$ cat src/rtl/smu_cfg_ctrl.sv
// smu_cfg_ctrl
//   Loads the SMU configuration bitstream serially, unpacks it into the
//   per-SMU comparator / mask / compare-select / FSM-target registers, and
//   raises the shared SMU enable once the whole stream is in. Per-SMU
//   trigger outputs are captured into sticky status bits.
//
// Ports
//   clk, rst          clock, synchronous active-high reset
//   cfg_start         pulse: begin (re)loading the bitstream
//   cfg_stop          pulse: disable SMUs, go idle (beats start / completion)
//   cfg_valid/data    serial config bit, taken when cfg_valid & cfg_ready
//   cfg_ready         high while loading
//   cfg_done          one-cycle pulse after the last bit is taken
//   cfg_error         sticky: a load was restarted before completing
//   reg_cmp_mask      SMU j at [j*K +: K]
//   reg_cmp           SMU j at [j*K +: K]
//   reg_cmp_sel       SMU j at [j*2 +: 2]
//   reg_fsm_cmp       SMU j at [j*SW +: SW]
//   smu_en            shared SMU enable
//   trig_in/clr       SMU trigger inputs, status clear
//   trig_status/any   sticky per-SMU capture and its registered OR

module smu_trig_lane (
  input  logic clk,
  input  logic rst,
  input  logic en,
  input  logic trig,
  input  logic clr,
  output logic status
);
  // A set in the same cycle as a clear wins.
  always_ff @(posedge clk) begin
    if (rst)              status <= 1'b0;
    else if (trig && en)  status <= 1'b1;
    else if (clr)         status <= 1'b0;
  end
endmodule

module smu_cfg_ctrl #(
  parameter  int NUM_SMU = 2,
  parameter  int N       = 2,
  parameter  int K       = 4,
  localparam int SW      = ($clog2(N) > 1) ? $clog2(N) : 1,
  localparam int W       = 2*K + 2 + SW,
  localparam int TOTAL   = NUM_SMU * W
) (
  input  logic                  clk,
  input  logic                  rst,
  input  logic                  cfg_start,
  input  logic                  cfg_stop,
  input  logic                  cfg_valid,
  input  logic                  cfg_data,
  output logic                  cfg_ready,
  output logic                  cfg_done,
  output logic                  cfg_error,
  output logic [NUM_SMU*K-1:0]  reg_cmp_mask,
  output logic [NUM_SMU*K-1:0]  reg_cmp,
  output logic [NUM_SMU*2-1:0]  reg_cmp_sel,
  output logic [NUM_SMU*SW-1:0] reg_fsm_cmp,
  output logic                  smu_en,
  input  logic [NUM_SMU-1:0]    trig_in,
  input  logic                  trig_clr,
  output logic [NUM_SMU-1:0]    trig_status,
  output logic                  trig_any
);
  localparam int CW = $clog2(TOTAL + 1);

  typedef enum logic [1:0] {IDLE, LOAD, ACTIVE} state_t;

  state_t           state;
  logic [CW-1:0]    cnt;
  logic [TOTAL-1:0] cfg_vec;
  logic             accept;

  // cfg_ready is exactly "in LOAD", so this is the handshake.
  assign accept = cfg_valid && cfg_ready;

  always_ff @(posedge clk) begin
    if (rst) begin
      state     <= IDLE;
      cnt       <= '0;
      cfg_vec   <= '0;
      cfg_ready <= 1'b0;
      cfg_done  <= 1'b0;
      cfg_error <= 1'b0;
      smu_en    <= 1'b0;
    end else begin
      cfg_done <= 1'b0;
      // Shift LSB-first; an accepted bit always shifts, even when a
      // restart or stop in the same cycle throws away its count.
      if (accept) cfg_vec <= {cfg_data, cfg_vec[TOTAL-1:1]};

      if (cfg_stop) begin
        state     <= IDLE;
        cfg_ready <= 1'b0;
        smu_en    <= 1'b0;
      end else if (cfg_start) begin
        if (state == LOAD) cfg_error <= 1'b1;
        state     <= LOAD;
        cnt       <= '0;
        cfg_ready <= 1'b1;
        smu_en    <= 1'b0;
      end else if (state == LOAD && accept) begin
        if (cnt == CW'(TOTAL - 1)) begin
          state     <= ACTIVE;
          cfg_ready <= 1'b0;
          smu_en    <= 1'b1;
          cfg_done  <= 1'b1;
        end else begin
          cnt <= cnt + 1'b1;
        end
      end
    end
  end

  // Field unpacking straight off the shift register.
  for (genvar j = 0; j < NUM_SMU; j++) begin : g_unpack
    assign reg_cmp_mask[j*K +: K]  = cfg_vec[j*W +: K];
    assign reg_cmp[j*K +: K]       = cfg_vec[j*W + K +: K];
    assign reg_cmp_sel[j*2 +: 2]   = cfg_vec[j*W + 2*K +: 2];
    assign reg_fsm_cmp[j*SW +: SW] = cfg_vec[j*W + 2*K + 2 +: SW];
  end

  // A new load also starts with clean trigger status.
  logic trig_clr_int;
  assign trig_clr_int = trig_clr || cfg_start;

  smu_trig_lane u_lane [NUM_SMU-1:0] (
    .clk    (clk),
    .rst    (rst),
    .en     (smu_en),
    .trig   (trig_in),
    .clr    (trig_clr_int),
    .status (trig_status)
  );

  always_ff @(posedge clk) begin
    if (rst) trig_any <= 1'b0;
    else     trig_any <= |trig_status;
  end
endmodule

$ cat config.mk
export PLATFORM = sky130hd
export DESIGN_NAME = smu_cfg_ctrl
export DESIGN_NICKNAME = d
export VERILOG_FILES = /design/src/rtl/smu_cfg_ctrl.sv
export SDC_FILE = /design/constraint.sdc
export NUM_CORES = 1
export LEC_CHECK = 0
export BUFFER_PORTS_ARGS = -buffer_cell sky130_fd_sc_hd__buf_4
export CAP_MARGIN = 5
export CORE_MARGIN = 10
export CORE_UTILIZATION = 25
export CTS_BUF_LIST = sky130_fd_sc_hd__clkbuf_4
export CTS_CLUSTER_DIAMETER = 50
export DETAILED_ROUTE_END_ITERATION = 12
export SLEW_MARGIN = 20
export SYNTH_ARGS = -nofsm -noshare
export SYNTH_HDL_FRONTEND = slang
export SYNTH_SLANG_ARGS = --single-unit
$ cat constraint.sdc
create_clock -name clk -period 1.4 [get_ports clk]
set_input_delay 0.07 -clock clk [delete_from_list [all_inputs] [get_ports clk]]
set_output_delay 0.07 -clock clk [all_outputs]
set_load 0.05 [all_outputs]
# Word-level counts from Yosys, hierarchy flattened
# Index checks and enable logic that the tools add are counted.
word_totals:
  in_bits: 9
  output_inout_bits: 29
  ff_bits: 35
  word_cells: 46
classes:
  bitwise_logic: 2
  reduce_logical: 17
  eq_ne: 3
  mux: 13
  n_addsub: 1
ops:
  columns: ["cell", "count"]
  rows:
  - ["5-bit two-way mux", 3]
  - ["1-bit two-way mux", 10]
  - ["2-bit nonzero test", 4]
  - ["3-bit AND reduction", 2]
  - ["5-bit by 1-bit adder with 5-bit output, second input constant", 1]
  - ["5-bit == test, second input constant", 1]
  - ["1-bit logical AND", 4]
  - ["2-bit AND reduction", 2]
  - ["2-bit OR reduction", 2]
  - ["4-bit OR reduction", 1]
  - ["3-bit OR reduction", 1]
  - ["2-bit by 1-bit == test with 1-bit output, second input constant", 1]
  - ["2-bit != test, second input constant", 1]
  - ["1-bit NOT", 2]
  - ["1-bit logical OR", 1]

# Longest topological paths before layout
# Gate-level depths: netlist (run 1).
logic_depth:
  word_depth: 4
  mapped_depth: 5
  ltp_nobuf: 5

# Modules after synthesis
# Synthesis (run 1) repeated with hierarchy kept, for this count alone.
unflattened:
  hier_cells: 165
  area_unflattened_um2: 1381.3
modules_own_cells:
  columns: ["mod", "area_each_um2", "instances", "seq_area_each_um2", "cells_each"]
  rows:
  - ["smu_cfg_ctrl", 1303.8, 1, 640.6, 157]
  - ["smu_trig_lane", 38.8, 2, 20.0, 4]

# Least setup slack after synthesis (run 1)
# No wires, ideal clock.
synth_path:
  kind: "reg-to-reg"
  from: "reg state[1]"
  to: "reg cnt[3]"
  setup_slack_ns: -0.107
  t_required_ns: 1.326
  path_stages_with_launch: 5
  period_less_slack_ns: 1.507
  setup_time_ns: 0.074
  arrival_ns: 1.433
  n_path_buf: 1
  path_cell_list: "dfxtp_1 -> and3b_1 -> buf_6 -> a211o_1 -> a31oi_1"
synth_between:
  elab_chain_len: 4
synth_lines:
  columns: ["item", "line_no", "text"]
  rows:
  - ["from (decl)", "70", "state_t state;"]
  - ["from (signal assigned)", "80", "state <= IDLE;"]
  - ["from (signal assigned)", "94", "state <= IDLE;"]
  - ["from (signal assigned)", "99", "state <= LOAD;"]
  - ["2-bit by 1-bit == test with 1-bit output", "103", "end else if (state == LOAD && accept) begin"]
  - ["1-bit logical AND", "103", null]
  - ["2-bit nonzero test (no line)", null, null]
  - ["3-bit AND reduction (no line)", null, null]
  - ["to (signal assigned)", "110", "cnt <= cnt + 1'b1;"]
  - ["to (decl)", "71", "logic [CW-1:0] cnt;"]
# No other way between the ends.
# A chain may end at the register's enable or synchronous reset.

# Final worst setup path (run 1)
layout_path:
  from: "reg cnt[0]"
  to: "reg cnt[1]"
layout_between:
  elab_chain_len: 4
  word_cells_on_any_way: 7
  classes_between: "1 x add/sub; 2 x eq/ne; 3 x mux; 1 x reduce/logical"
layout_lines:
  columns: ["item", "line_no", "text"]
  rows:
  - ["5-bit by 1-bit adder with 5-bit output", "110", null]
  - ["5-bit two-way mux", "104", "if (cnt == CW'(TOTAL - 1)) begin"]
  - ["5-bit two-way mux", "103", null]
  - ["5-bit two-way mux", "97", "end else if (cfg_start) begin"]
# Parallel ways exist; a longest one is shown, timed or not. The select of a mux whose other input is x is not followed.

==> flow_metrics.py, run 1 <==
metrics = {
    "yosys": {
        "yosysMostFrequentCell": "nand2_1",
        "synthTopCellsByArea": "dfxtp_1 51%, nand2_1 13%, a21oi_1 8.5%",
        "synth_flop_cell": "dfxtp_1",
        "ys_ff_latch": 34,
        "yosys.area.top_type": "dfxtp_1",
        "synth_commonest_cells": "46 x nand2_1, 34 x dfxtp_1, 23 x a21oi_1",
        "synthArstFlopShare_pct": 0,
        "synth.distinct_cells": 35,
        "yosysSeqAreaShare_pct": 50.5,
        "syn_area_sq_um": 1350,
        "netlist.area_leader.share_pct": 50.5,
        "syn_inst": 163,
        "avgSynthCellArea_sq_um": 8.27,
        "synth_nets": 174,
        "synth_edf_count": 0,
        "ys_warn_count": 0,
    },
    "layout": {
        "multi_input_area_sq_um": 604,
        "n_antenna_cell": 0,
        "regArea_sq_um": 684,
        "final_nets": 212,
        "finish.instance_area_sq_um": 1800,
        "drive_above_1_share_pct": 26.7,
        "fillCellCount": 542,
        "flow.area_growth_from_synthesis_pct": 33.9,
    },
    "setup_path": {
        "cp-end-kind": "register",
        "cp.required_ns": 1.60,
        "path_max_fanout": 5,
        "worstSetupStartpointType": "register",
        "path_class": "reg -> reg",
        "worstPathArrival_ns": 1.53,
    },
    "global_route": {
        "grt_pass1_wl_mm": 5.42,
        "grt_use_total_pct": 7.54,
        "grt_pass1_vias": 1184,
        "grt-ovfl-total": 0,
        "grt_max_degree": 38,
        "antenna_found_initial": 0,
    },
    "clock_tree": {
        "clk_latency_ns": 0.32,
        "cts_tree": "done",
        "ctsRootBufferMaster": "clkbuf_4",
        "cts_setup_buffers": 0,
        "cts-htree-levels": 2,
        "cts_buffer_depth": 2,
        "path_clk_slew_ns": 0.10,
        "cts_sinks": 34,
        "numCtsBuffers": 5,
    },
    "placement": {
        "place_congestion": 0.756,
        "hpwl_mm": 2.32,
        "place.port_buffers": 37,
        "place_area_sq_um": 1680,
    },
    "floorplanning": {
        "die_x_um": 93.4,
        "dieHeight_um": 93.4,
        "design.core.area_sq_um": 5170,
        "rows": 26,
        "die_area_sq_um": 8730,
        "start_util_pct": 26.1,
        "boundaryPins": 38,
    },
    "power_and_ir_drop": {
        "total_power_w": 0.00159,
        "ir_drop_mv": 0.376,
        "cellPowerDensity_nw_per_um2": 883,
        "leakage_nw": 0.716,
    },
    "timing": {
        "tightestPinTransition_ns": 0.372,
        "drv_slew": 0,
        "period_minus_slack_ns": 1.33,
        "hold_viol": 0,
        "rsz0062_at_grt": "false",
        "fmaxAchievable_mhz": 752,
        "finClkSkew_ns": 0.00761,
        "slew_headroom_pct": 75.2,
        "setup_viol": 0,
        "post-route-period-util_pct": 95.0,
    },
    "status": {
        "status": "finished, final reports clean",
    },
    "routing": {
        "vias": 1210,
        "drt_iter0_drc": 60,
        "drt-vias-per-instance": 4.45,
        "routed_wl_mm": 3.30,
        "first_pass_iters": 6,
        "postRouteAntennaNets": 0,
        "drc": 0,
        "wire_per_inst_um": 12.1,
    },
    "run": {
        "max_cap_violations": 0,
    },
    "hold_path": {
        "hold_path_class": "in -> reg",
    },
}
[registers in the layout, summed over array words and instances, names as in the netlist]
name,cells
cfg_vec,22
trig_any,1
state,2
u_lane.status,2
cnt,5
cfg_error,1
cfg_done,1
[power breakdown]
group / leakage, nW / internal [W] / switching [W]
clock: 0.0331 / 0.000208 / 0.000305
combinational: 0.407 / 0.0000446 / 0.0000631
sequential: 0.275 / 0.000970 / 0.00000343
[routing by layer]
| metal | track usage [%] | wire (um) | vias up |
|---|---|---|---|
| met3 | 4.00 | 314 | 4 |
| li1 | - | - | 619 |
| met5 | 0 | 0 | - |
| met4 | 2.31 | 25 | 0 |
| met2 | 11.5 | 1470 | 36 |
| met1 | 8.92 | 1490 | 551 |
[placed cells by master (no fill, tap or decap), types with 2 or more instances in the layout]
master / instances
a22oi_1: 2
dfxtp_2: 3
or2_2: 2
and4b_1: 3
clkbuf_4: 6
buf_4: 39
nand2b_1: 3
dfxtp_1: 31
nor2_1: 8
nand4_1: 3
ha_1: 2
a21oi_1: 23
nand2_1: 46
inv_1: 3
dlygate4sd3_1: 5
[critical path: stages, from the launching register on]
cell     delay [ns]
dfxtp_1        0.36
ha_1           0.21
and4b_1        0.24
o41ai_4        0.28
o32ai_1        0.11
[final timing paths]
check	start	endpoint	slack (ns)	cells after the start
max	cnt[0]	cnt[1]	0.07	4
min reg2reg	cfg_vec[0]	cfg_vec[0]	0.46	2
max reg2reg	cnt[0]	cnt[1]	0.07	4
min	trig_clr	u_lane[1].status	0.08	4
[through the flow]
step / hold slack (ns) / setup WS, ns / utilization (%) / cells / setup TNS, ns
6_report: 0.0797 / 0.0707 / 34.9 / 272 / 0
5_1_grt: 0.117 / 0.0159 / 34.9 / 272 / 0
4_1_cts: 0.0646 / 0.0491 / 34.6 / 272 / 0
3_5_place_dp: 0.302 / -0.0665 / 32.5 / 259 / -0.126
3_3_place_gp: 0.309 / 0.0104 / 32.5 / 259 / 0
2_1_floorplan: 0.206 / 0.0949 / - / 163 / 0
[cell families (layout without fill, tap and decap cells)]
| group | Yosys count | in the layout | synth area share, % |
|---|---|---|---|
| AO/OA/AOI/OAI | 33 | 33 | 14.0 |
| adder cells (fa/ha/maj) | 2 | 2 | 1.86 |
| buffers and inverters | 17 | 56 | 6.03 |
| flip-flops | 34 | 34 | 50.5 |
| multiplexers | 1 | 1 | 0.743 |
| AND/OR/NAND/NOR | 76 | 76 | 26.8 |
[what timing repair did]
| item | in CTS | in global routing |
|---|---|---|
| cloned | 0 | 0 |
| hold buffers | 5 | 0 |
| gates resized for setup | 1 | 2 |
| setup endpoints to repair | 2 | 2 |
| endpoints found under the hold margin | 5 | 0 |
[cell type report]
cell class,instances,share of cell area [%]
clock inverters,2,0.485
multi-input cells,112,33.5
inverters,3,0.624
repair buffers,45,20.1
flip-flops and latches,34,37.9
well taps,70,4.85
clock buffers,6,2.50
No activity file was read; power rests on OpenSTA's default activity.
==> run 2: changes to the inputs <==
Settings changed: ABC_AREA set to 1.
==> flow_metrics.py, run 2 <==
metrics = {
    "yosys": {
        "synthArstFlopShare_pct": 0,
        "synthTopCellsByArea": "dfxtp_1 49%, nor2_1 15%, o21ai_0 7.9%",
        "yosysSeqAreaShare_pct": 49.1,
        "syn_inst": 182,
        "synth_mux_area_share_pct": 0,
        "synthSimpleGateAreaFrac_pct": 29.8,
        "yosys.area.top_type": "dfxtp_1",
        "synth.distinct_cells": 19,
        "netlist.area_leader.share_pct": 49.1,
        "ys_ff_latch": 34,
        "syn_area_sq_um": 1390,
        "synth_top_family_by_area": "simple AND/OR/NAND/NOR gates",
        "synth-adder-area-share_pct": 1.80,
        "synth_commonest_cells": "55 x nor2_1, 34 x dfxtp_1, 22 x o21ai_0",
        "ys_warn_count": 0,
        "synth_flop_cell": "dfxtp_1",
        "yosysMostFrequentCell": "nor2_1",
        "synth_xor_area_share_pct": 0,
        "synth-compound-area-share_pct": 11.5,
        "synth_edf_count": 0,
        "synth_nets": 193,
        "avgSynthCellArea_sq_um": 7.62,
    },
    "global_route": {
        "grt_util_met3_pct": 3.49,
        "gr-usage-met2_pct": 12.1,
        "grt_pass1_vias": 1220,
        "grt_pass1_wl_mm": 5.59,
        "grt_use_total_pct": 7.69,
        "met1_usage_pct": 9.12,
        "grt-ovfl-total": 0,
        "grt_max_degree": 28,
        "antenna_found_initial": 0,
        "gr-max-usage-layer": "met2",
    },
    "setup_path": {
        "cp.required_ns": 1.67,
        "cp-end-kind": "register",
        "max_stage_delay_ns": 0.55,
        "path_max_fanout": 5,
        "worstSetupStartpointType": "register",
        "slowest_stage": "dlygate4sd3_1",
        "path_class": "reg -> reg",
        "path_buf_inv": 1,
        "critical_path.cell_chain": "nand2_1, a21oi_1, dlygate4sd3_1",
        "worstPathArrival_ns": 1.58,
        "critPathTopFamily": "buffers and inverters",
    },
    "power_and_ir_drop": {
        "ir_drop_mv": 0.472,
        "leakage_nw": 0.791,
        "cellPowerDensity_nw_per_um2": 1000,
        "total_power_w": 0.00183,
    },
    "clock_tree": {
        "cts-htree-levels": 2,
        "ctsRootBufferMaster": "clkbuf_4",
        "cts_sinks": 34,
        "cts_buffer_depth": 2,
        "cts_setup_buffers": 0,
        "numCtsBuffers": 5,
        "path_clk_slew_ns": 0.10,
        "cts_tree": "done",
        "clk_latency_ns": 0.32,
    },
    "layout": {
        "drive_above_1_share_pct": 27.4,
        "final_common_cell": "nor2_1",
        "flow.area_growth_from_synthesis_pct": 31.2,
        "n_antenna_cell": 0,
        "final_nets": 236,
        "top_register": "cfg_vec",
        "reg_top3": "cfg_vec x22, cnt x5",
        "largest_reg_flops": 22,
        "final_cell_mix": "55 x nor2_1, 39 x buf_4, 33 x dfxtp_1",
        "fillCellCount": 573,
    },
    "status": {
        "status": "finished, final reports clean",
    },
    "floorplanning": {
        "rows": 27,
        "die_area_sq_um": 8930,
        "dieHeight_um": 94.5,
        "boundaryPins": 38,
        "design.core.area_sq_um": 5440,
        "die_x_um": 94.5,
        "start_util_pct": 25.5,
    },
    "timing": {
        "fmaxAchievable_mhz": 764,
        "setup_viol": 0,
        "hold_viol": 0,
        "finalSetupTns_ns": 0,
        "rsz0062_at_grt": "false",
        "finClkSkew_ns": 0.00579,
        "tightestPinTransition_ns": 0.374,
        "drv_slew": 0,
        "period_minus_slack_ns": 1.31,
        "slew_headroom_pct": 75.0,
        "post-route-period-util_pct": 93.5,
    },
    "routing": {
        "vias": 1264,
        "postRouteAntennaNets": 0,
        "drt-vias-per-instance": 4.24,
        "first_pass_iters": 4,
        "drt_iter0_drc": 91,
        "drc": 0,
        "routed_wl_mm": 3.35,
        "wire_per_inst_um": 11.2,
    },
    "placement": {
        "place_congestion": 0.788,
        "place.port_buffers": 37,
        "hpwl_mm": 2.40,
    },
    "run": {
        "max_cap_violations": 0,
    },
    "hold_path": {
        "hold_path_class": "in -> reg",
    },
}
[run 2: cell types whose count changed in the layout (fill, tap and decap cells not counted), moves of 5 or more]
cell     change
a21oi_1     -15
nand2_1     -28
inv_2        +6
inv_1        +5
nor2_1      +47
nand3_1      +5
o21ai_0     +21
[run 2: report_power, final]
part,switching [W],internal (W),total [W]
combinational,0.000186,0.0000930,0.000279
sequential,0.0000251,0.000998,0.00102
clock,0.000314,0.000208,0.000522
total,0.000526,0.00130,0.00183
[run 2: logic make-up (layout without fill, tap and decap cells)]
group,after synthesis,after routing
simple gates,92,92
compound gates,32,32
fa+ha+maj,2,2
buf+inv,22,66
flops,34,34
[run 2: area by class of cell]
| type | instances | area [sq um] | share of cell area, % |
|---|---|---|---|
| repair buffers | 44 | 343 | 18.8 |
| clock buffers | 6 | 45.0 | 2.47 |
| flip-flops and latches | 34 | 682 | 37.5 |
| inverters | 14 | 52.6 | 2.89 |
| well taps | 72 | 90.1 | 4.95 |
| clock inverters | 2 | 8.76 | 0.481 |
| multi-input cells | 126 | 599 | 32.9 |
[run 2: per-stage QoR]
step | setup WS, ns | std cells | utilization [%] | hold slack (ns) | cell area, sq um
4_1_cts | 0.0942 | 298 | 33.5 | 0.0591 | 1820
2_1_floorplan | 0.103 | 182 | - | 0.139 | 1390
6_report | 0.0909 | 298 | 33.5 | 0.0788 | 1820
3_5_place_dp | 0.169 | 285 | 31.6 | 0.281 | 1720
3_3_place_gp | 0.220 | 285 | 31.6 | 0.279 | 1720
5_1_grt | 0.0209 | 298 | 33.5 | 0.0581 | 1820
[run 2: worst paths after layout]
kind	endpoint	start	depth (start not counted)	slack (ns)
worst min register to register	cfg_error	cfg_error	2	0.45
worst min-delay path	cfg_error	cfg_start	3	0.08
worst max-delay path	u_lane[1].status	state[1]	3	0.09
worst max register to register	u_lane[1].status	state[1]	3	0.09
[run 2: repair_timing]
action | CTS | global route
hold buffers | 5 | 0
resized for setup | 0 | 0
setup endpoints to repair | 0 | 0
hold endpoints to repair | 5 | 0
[run 2: per-layer routing]
| metal | wire [um] | share of wire (%) | vias to the layer above |
|---|---|---|---|
| li1 | - | - | 667 |
| met2 | 1530 | 46 | 32 |
| met1 | 1570 | 47 | 563 |
| met4 | 15 | 0.45 | 0 |
| met5 | 0 | 0 | - |
| met3 | 236 | 7.0 | 2 |
[run 2: worst register-to-register path, stage by stage, from the launching register on]
cell	delay, ns
dfxtp_1	0.48
nand2_1	0.08
a21oi_1	0.15
dlygate4sd3_1	0.55
==> run 3: changes to the inputs <==
==> constraint.sdc (replaced) <==
create_clock -name clk -period 1.4 [get_ports clk]
set_input_delay 0.14 -clock clk [delete_from_list [all_inputs] [get_ports clk]]
set_output_delay 0.14 -clock clk [all_outputs]
set_load 0.05 [all_outputs]
==> flow_metrics.py, run 3 (synthesized netlist as in run 2, its figures left out) <==
metrics = {
    "status": {
        "status": "finished, final reports clean",
    },
    "setup_path": {
        "worstPathArrival_ns": 1.45,
        "cp.required_ns": 1.63,
        "path_max_fanout": 5,
        "worstSetupStartpointType": "register",
        "path_class": "reg -> reg",
        "cp-end-kind": "register",
    },
    "routing": {
        "vias": 1245,
        "wire_per_inst_um": 11.3,
        "drc": 0,
        "first_pass_iters": 4,
        "postRouteAntennaNets": 0,
        "drt_iter0_drc": 90,
        "routed_wl_mm": 3.31,
        "drt-vias-per-instance": 4.23,
    },
    "floorplanning": {
        "die_area_sq_um": 8930,
        "dieHeight_um": 94.5,
        "design.core.area_sq_um": 5440,
        "start_util_pct": 25.5,
        "die_x_um": 94.5,
        "rows": 27,
        "boundaryPins": 38,
    },
    "clock_tree": {
        "cts-htree-levels": 2,
        "cts_tree": "done",
        "path_clk_slew_ns": 0.10,
        "ctsRootBufferMaster": "clkbuf_4",
        "clk_latency_ns": 0.32,
        "cts_sinks": 34,
        "cts_buffer_depth": 2,
        "cts_setup_buffers": 0,
        "numCtsBuffers": 5,
    },
    "layout": {
        "final_nets": 232,
        "multi_input_area_sq_um": 599,
        "fillCellCount": 575,
        "n_antenna_cell": 0,
        "drive_above_1_share_pct": 27.9,
        "largest_reg_flops": 22,
        "final_common_cell": "nor2_1",
        "finish.instance_area_sq_um": 1780,
        "top_register": "cfg_vec",
        "flow.area_growth_from_synthesis_pct": 28.3,
        "final_cell_mix": "55 x nor2_1, 39 x buf_4, 33 x dfxtp_1",
        "reg_top3": "cfg_vec x22, cnt x5",
        "regArea_sq_um": 682,
    },
    "global_route": {
        "grt_pass1_vias": 1214,
        "grt_use_total_pct": 7.63,
        "grt_max_degree": 28,
        "antenna_found_initial": 0,
        "grt-ovfl-total": 0,
        "grt_pass1_wl_mm": 5.54,
    },
    "placement": {
        "pre_cts_slack_ns": 0.169,
        "hpwl_mm": 2.40,
        "place_congestion": 0.788,
        "place.port_buffers": 37,
        "place_area_sq_um": 1720,
    },
    "power_and_ir_drop": {
        "ir_drop_mv": 0.464,
        "leakage_nw": 0.769,
        "cellPowerDensity_nw_per_um2": 1020,
    },
    "timing": {
        "setup_viol": 0,
        "drv_slew": 0,
        "finClkSkew_ns": 0.00431,
        "fmaxAchievable_mhz": 815,
        "tightestPinTransition_ns": 0.372,
        "post-route-period-util_pct": 87.6,
        "period_minus_slack_ns": 1.23,
        "rsz0062_at_grt": "false",
        "hold_viol": 0,
        "slew_headroom_pct": 75.2,
        "fin_ws_ns": 0.174,
        "finalSetupTns_ns": 0,
    },
    "hold_path": {
        "hold_path_class": "in -> reg",
    },
    "run": {
        "max_cap_violations": 0,
    },
}
[run 3: cell count changes in the layout (fill, tap and decap cells not counted)]
cell           change
dlygate4sd3_1      -4
[run 3: layout make-up]
class	count	area share (%)
sequential	34	38.3
multi-input combinational	126	33.7
timing repair buffer	40	17.0
tap	72	5.06
inverter	14	2.95
clock inverter	2	0.492
clock buffer	6	2.53
[run 3: worst paths after layout]
check        cells past startpoint  slack (ns)     endpoint       from
max                              8        0.17       cnt[3]     cnt[1]
max reg2reg                      8        0.17       cnt[3]     cnt[1]
min reg2reg                      2        0.45    cfg_error  cfg_error
min                              3        0.07  cfg_vec[21]   cfg_data
[run 3: power by group]
part / total (W) / internal [W] / switching, W
Sequential: 0.00102 / 0.000998 / 0.0000251
Combinational: 0.000275 / 0.0000894 / 0.000185
Clock: 0.000522 / 0.000208 / 0.000314
[run 3: what timing repair did]
action	in CTS	in global routing
hold buffers	1	0
resized for setup	0	0
endpoints found under the hold margin	4	0
[run 3: layer usage]
metal	share of wire (%)	GRT usage [%]	routed length, um	vias to the layer above
met2	45	12.0	1500	34
met4	0.45	2.62	15	0
met3	7.5	3.57	249	2
li1	-	-	-	658
met1	47	8.93	1550	551
met5	0	0	0	-
[run 3: stage by stage]
stage / hold WS [ns] / power, W / utilization, % / cells
2_1_floorplan: 0.209 / 0.00123 / - / 182
5_1_grt: 0.0529 / 0.00193 / 32.7 / 294
4_1_cts: 0.0462 / 0.00186 / 32.7 / 294
3_5_place_dp: 0.351 / 0.00132 / 31.6 / 285
3_3_place_gp: 0.349 / 0.00132 / 31.6 / 285
6_report: 0.0668 / 0.00182 / 32.7 / 294
[run 3: critical path: stages (launching register included)]
cell	delay, ns
dfxtp_1	0.38
inv_1	0.07
ha_1	0.17
nand2_1	0.06
inv_1	0.07
nand3_2	0.11
nand3_4	0.10
a21oi_1	0.14
nor2_1	0.05
